**src/rtl/fb_arb_pkg.sv**
```systemverilog
// rtl/fb_arb_pkg.sv - shared types and defaults for the frame-buffer arbiter
package fb_arb_pkg;

  localparam int ADDR_W_DEF = 18;
  localparam int DATA_W_DEF = 24;

  typedef enum logic [1:0] {
    NONE   = 2'd0,
    VGA    = 2'd1,
    CPU_RD = 2'd2
  } owner_t;

  typedef enum logic [1:0] {
    C_IDLE    = 2'd0,
    C_WAIT    = 2'd1,
    C_RD_PEND = 2'd2,
    C_DONE    = 2'd3
  } cpu_st_t;

endpackage

```
**src/rtl/retardo_owner.sv**
```systemverilog
// rtl/retardo_owner.sv - owner tag delay line matching the RAM read latency
module retardo_owner
  import fb_arb_pkg::*;
#(
  parameter int DEPTH = 2
) (
  input  logic   clk,
  input  logic   rst,
  input  owner_t din,
  output owner_t dout
);

  owner_t pipe [DEPTH];

  always_ff @(posedge clk or posedge rst) begin
    if (rst) begin
      for (int i = 0; i < DEPTH; i++) pipe[i] <= NONE;
    end else begin
      pipe[0] <= din;
      for (int i = 1; i < DEPTH; i++) pipe[i] <= pipe[i-1];
    end
  end

  assign dout = pipe[DEPTH-1];

endmodule

```
**src/rtl/arbitro_framebuffer.sv**
```systemverilog
// rtl/arbitro_framebuffer.sv - single-port frame-buffer arbiter, VGA fetch vs CPU port
module arbitro_framebuffer
  import fb_arb_pkg::*;
#(
  parameter int ADDR_W     = ADDR_W_DEF,
  parameter int DATA_W     = DATA_W_DEF,
  parameter int RD_LAT     = 1,
  parameter int MAX_STARVE = 8
) (
  input  logic              clock_25,
  input  logic              reset,
  input  logic              vga_req,
  input  logic [ADDR_W-1:0] vga_addr,
  output logic [DATA_W-1:0] vga_data,
  output logic              vga_valid,
  output logic              vga_miss,
  output logic [15:0]       vga_underrun,
  input  logic              cpu_req,
  input  logic              cpu_we,
  input  logic [ADDR_W-1:0] cpu_addr,
  input  logic [DATA_W-1:0] cpu_wdata,
  output logic              cpu_ack,
  output logic [DATA_W-1:0] cpu_rdata,
  output logic [ADDR_W-1:0] mem_addr,
  output logic              mem_we,
  output logic [DATA_W-1:0] mem_wdata,
  input  logic [DATA_W-1:0] mem_rdata
);

  localparam int STARVE_W = $clog2(MAX_STARVE + 1);

  cpu_st_t             cpu_st, cpu_st_nxt;
  logic [STARVE_W-1:0] starve_cnt;
  logic                force_cpu, vga_gnt, cpu_gnt;
  owner_t              tag_in, tag_out;

  // VGA wins every slot unless the CPU has waited long enough to be pushed through
  always_comb begin
    force_cpu = (cpu_st == C_WAIT) && (starve_cnt == STARVE_W'(MAX_STARVE - 1));
    vga_gnt   = vga_req && !force_cpu;
    cpu_gnt   = !vga_gnt && (cpu_st == C_WAIT);
    tag_in    = NONE;
    if (vga_gnt)                tag_in = VGA;
    else if (cpu_gnt && !cpu_we) tag_in = CPU_RD;
  end

  always_comb begin
    cpu_st_nxt = cpu_st;
    case (cpu_st)
      C_IDLE:    if (cpu_req) cpu_st_nxt = C_WAIT;
      C_WAIT:    if (cpu_gnt) cpu_st_nxt = cpu_we ? C_DONE : C_RD_PEND;
      C_RD_PEND: if (tag_out == CPU_RD) cpu_st_nxt = C_DONE;
      C_DONE:    cpu_st_nxt = C_IDLE;
      default:   cpu_st_nxt = C_IDLE;
    endcase
  end

  always_ff @(posedge clock_25 or posedge reset) begin
    if (reset) begin
      cpu_st     <= C_IDLE;
      starve_cnt <= '0;
    end else begin
      cpu_st <= cpu_st_nxt;
      if (cpu_st == C_IDLE)
        starve_cnt <= '0;
      else if ((cpu_st == C_WAIT) && !cpu_gnt)
        starve_cnt <= starve_cnt + STARVE_W'(1);
    end
  end

  retardo_owner #(.DEPTH(RD_LAT + 1)) u_retardo_owner (
    .clk  (clock_25),
    .rst  (reset),
    .din  (tag_in),
    .dout (tag_out)
  );

  always_ff @(posedge clock_25 or posedge reset) begin
    if (reset) begin
      vga_data     <= '0;
      vga_valid    <= 1'b0;
      vga_miss     <= 1'b0;
      vga_underrun <= '0;
      cpu_ack      <= 1'b0;
      cpu_rdata    <= '0;
      mem_addr     <= '0;
      mem_we       <= 1'b0;
      mem_wdata    <= '0;
    end else begin
      vga_valid <= 1'b0;
      vga_miss  <= 1'b0;
      cpu_ack   <= 1'b0;
      mem_we    <= 1'b0;

      if (vga_gnt) begin
        mem_addr <= vga_addr;
      end else if (cpu_gnt) begin
        mem_addr  <= cpu_addr;
        mem_we    <= cpu_we;
        mem_wdata <= cpu_wdata;
        if (cpu_we) cpu_ack <= 1'b1;
      end

      // a VGA request displaced by starvation relief is lost, not retried
      if (force_cpu && vga_req) begin
        vga_miss <= 1'b1;
        if (vga_underrun != 16'hFFFF) vga_underrun <= vga_underrun + 16'd1;
      end

      case (tag_out)
        VGA: begin
          vga_data  <= mem_rdata;
          vga_valid <= 1'b1;
        end
        CPU_RD: begin
          cpu_rdata <= mem_rdata;
          cpu_ack   <= 1'b1;
        end
        default: ;
      endcase
    end
  end

endmodule
```
**config.mk**
```make
export PLATFORM = sky130hd
export DESIGN_NAME = arbitro_framebuffer
export DESIGN_NICKNAME = d
export VERILOG_FILES = /design/src/rtl/fb_arb_pkg.sv /design/src/rtl/retardo_owner.sv /design/src/rtl/arbitro_framebuffer.sv
export SDC_FILE = /design/constraint.sdc
export NUM_CORES = 1
export LEC_CHECK = 0
export CAP_MARGIN = 10
export CORE_MARGIN = 5
export CORE_UTILIZATION = 45
export CTS_BUF_LIST = sky130_fd_sc_hd__clkbuf_8
export DETAILED_ROUTE_END_ITERATION = 10
export GPL_TIMING_DRIVEN = 0
export MAX_ROUTING_LAYER = met4
export PLACE_DENSITY = 0.87
export SYNTH_ARGS = -nofsm -noshare
export SYNTH_HDL_FRONTEND = slang
export SYNTH_SLANG_ARGS = --single-unit
```
**constraint.sdc**
```tcl
create_clock -name clock_25 -period 5.4 [get_ports clock_25]
set_clock_uncertainty 0.2 [all_clocks]
set_input_delay 1.08 -clock clock_25 [delete_from_list [all_inputs] [get_ports clock_25]]
set_output_delay 1.08 -clock clock_25 [all_outputs]
set_load 0.01 [all_outputs]
```
==> impl_metrics.yaml <==
cts:
  clock_path_buffers: 2
  insertion_delay_ps: 410
  htree_levels: 4
  postCtsHoldBufs: 0
  cts_made_buffers: 17
  cts.sinks: 120
  clk_pin_slew_ps: 70
  cts_resized: 0
  cts_tree: "yes"
  cts_setup_buffers: 0
  cts-root-buf: "clkbuf_8"
sta:
  max_slew_margin_pct: 62.0
  period_share_pct: 51.0
  drv_slew: 0
  rsz0062_at_grt: "no"
  final.setup.worst_slack_ps: 2650
  finalHoldViolCount: 0
  final.min_clock_period_ps: 2750
  finalSetupViolCount: 0
  fin_hold_ws_ps: 155
  fmax_mhz: 363
  worstMarginPinSlew_ps: 570
pwr:
  pwr-share-clk_pct: 24.5
  switchingPower_uw: 1010
  peakVddDrop_uv: 321
  p_per_area_nw_per_um2: 455
  power_frac_seq_pct: 38.3
  p_sw_share_pct: 29.7
  power_frac_comb_pct: 37.1
  leakagePower_uw: 0.00324
  power.internal_uw: 2410
critical_path:
  slowest_stage: "clkdlybuf4s50_1"
  r2r_slack_ps: 3170
  path_buf_inv: 1
  cp_top_family: "simple AND/OR/NAND/NOR gates"
  worst_setup_path_end_kind: "register"
  critical_path_arrival_ps: 2850
  reg2reg_depth: 6
  cp_cell_sequence: "clkdlybuf4s50_1, nand2_1, nor4_4, or3b_1, xnor2_1"
  worstPathRequired_ps: 5500
  r2r_end: "vga_underrun[8]"
  critical-path-max-stage-delay_ps: 550
  cp_max_fo: 9
  reg2reg_from: "cpu_st[1]"
  crit_path_start_kind: "primary input"
  worstSetupPathType: "in2reg"
yosys:
  synth-main-ff-cell: "dfrtp_1"
  syn_area_per_cell_um2: 13.7
  ys_warn_count: 0
  synth_xor_area_share_pct: 2.50
  syn-num-nets: 452
  synth_cell_types: 38
  yosysSeqAreaShare_pct: 61.3
  synth-compound-area-share_pct: 3.81
  synth-async-reset-ratio_pct: 100
  ys_seq_elements: 120
  netlist_instances: 358
  synthAdderAreaFrac_pct: 1.28
  synth_edf_count: 0
  yosys.area_share.simple_pct: 8.61
  syn-cell-area_um2: 4900
  synth_top_family_by_area: "multiplexers"
  synthMuxAreaShare_pct: 20.7
global_routing:
  antenna_found_initial: 0
  grt_pass1_vias: 4051
  grt-ovfl-total: 0
  grt_max_degree: 75
  grt.total_usage_pct: 20.2
  grt_pass1_wl_um: 19900
floorplan:
  core_area_um2: 10700
  rows: 38
  die_h_um: 114
  io_pins: 199
  start_util_pct: 45.6
  die_w_um: 114
  dieArea_um2: 13100
finish:
  multi_input_area_um2: 1810
  instances_no_fill: 729
  fillers: 797
  fin_nets: 670
  fin_util_pct: 69.9
  regArea_um2: 3000
  finish.instance_area_um2: 7510
  area_growth_pct: 53.3
  n_antenna_cell: 0
  drive_gt1_share_pct: 20.9
job:
  maxCapViolations: 0
worst_hold_path:
  hp-start: "u_retardo_owner.pipe[3]"
  min_to: "u_retardo_owner.dout[1]"
  hp-class: "reg2reg"
  min_path_cells: 0
place:
  post-place-cells: 697
  io_buffer_count: 198
  dpl_cell_area_um2: 7090
  gp_congestion: 0.821
  dpl.hpwl_um: 9370
  pre_cts_slack_ps: 2250
detailed_routing:
  wirelength_um: 12300
  drc: 0
  drt_iter0_drc: 161
  viasPerCell: 5.04
  via_count: 3674
  firstDrtPassIters: 4
  antenna_left: 0
  wl_per_cell_um: 16.9
outcome:
  status: "completed"
-- area by class of cell --
cell class | count | share of cell area, %
multi-input combinational | 216 | 24.1
tap | 140 | 2.33
timing repair buffer | 199 | 26.8
inverter | 9 | 0.516
clock inverter | 14 | 2.33
buffer | 13 | 0.733
clock buffer | 18 | 3.30
sequential | 120 | 40.0
-- power groups by stage --
stage / sequential, µW / combinational (µW) / clock, µW
after floorplan: 1430 / 464 / 0
after global placement: 1310 / 1240 / 0
after detailed placement: 1330 / 1280 / 0
after CTS: 1310 / 1290 / 861
after global routing: 1350 / 1350 / 909
final: 1310 / 1270 / 839
-- worst max-delay path by stage --
stage | startpoint | end | slack [ps] | depth (start not counted)
5_1_grt | vga_req | vga_underrun[10] | 2530 | 5
3_3_place_gp | reset | vga_underrun[10] | -600 | 2
2_1_floorplan | reset | cpu_ack | 930 | 1
6_report | vga_req | vga_underrun[8] | 2650 | 5
4_1_cts | vga_underrun[3] | vga_underrun[3] | 2620 | 1
3_5_place_dp | vga_req | vga_underrun[8] | 2250 | 5
-- kinds of logic (layout without fill, tap and decap cells) --
group,after synthesis,after routing
AO/OA/AOI/OAI,33,33
XOR/XNOR,14,14
adder cells (fa/ha/maj),5,5
buffers and inverters,22,253
flip-flops,120,120
multiplexers,92,92
AND/OR/NAND/NOR,72,72
-- cell usage in the layout, fill, tap and decap left out, types with 2 or more instances in the layout --
cell type        count
buf_2                5
nor2_1              26
clkinvlp_4           3
nor4b_1              3
nor4_1               3
clkbuf_1             5
or2_2                2
ha_1                 5
inv_6                2
nor3_1               3
dfrtp_1            120
nor4_4               2
mux2i_1             18
nand2b_1             3
o21ai_0              4
clkbuf_8            18
a21oi_1             23
bufinv_16            3
xnor2_1              4
nand4_1              7
xor2_1              10
nand3_1              4
mux2_2              74
clkinv_2             2
buf_1                3
clkdlybuf4s50_1    198
inv_1                8
clkinv_4             5
and2_1               2
nand2_1              8
-- registers in the layout, summed over array words and instances (netlist names) --
signal	flops
u_retardo_owner.pipe	2
u_retardo_owner.dout	2
starve_cnt	4
cpu_ack	1
mem_wdata	24
vga_valid	1
cpu_st	2
cpu_rdata	24
mem_we	1
mem_addr	18
vga_underrun	16
vga_miss	1
vga_data	24
-- stage by stage --
stage	setup TNS (ps)	total power, µW
2_1_floorplan	0	1890
3_3_place_gp	-70770	2550
3_5_place_dp	0	2610
4_1_cts	0	3460
5_1_grt	0	3610
6_report	0	3420
-- cell usage after synthesis (all sizes together), types with 2 or more instances --
library cell    n  area share, %
inv             9           0.69
nor4b           3           0.54
mux2i          18            3.7
clkbuf          5           0.38
nor2           26            2.0
o21ai           5           0.59
buf             8           0.74
or2             2           0.26
nand2b          3           0.38
nand4           7           0.89
ha              5            1.3
and2            2           0.26
and3            2           0.28
dfrtp         120             61
a21oi          24            2.5
xnor2           4           0.72
nand3           5           0.61
mux2           74             17
nor3            3           0.31
nand2           8           0.61
nor4            5            1.3
xor2           10            1.8
-- layer usage --
metal,track usage [%],routed length [µm],share of wire [%]
met4,7.52,256,2.1
met3,5.60,743,6.0
met5,-,0,0
met2,33.4,6420,52
met1,23.6,4880,40
Power figures use the tool's default switching activity.
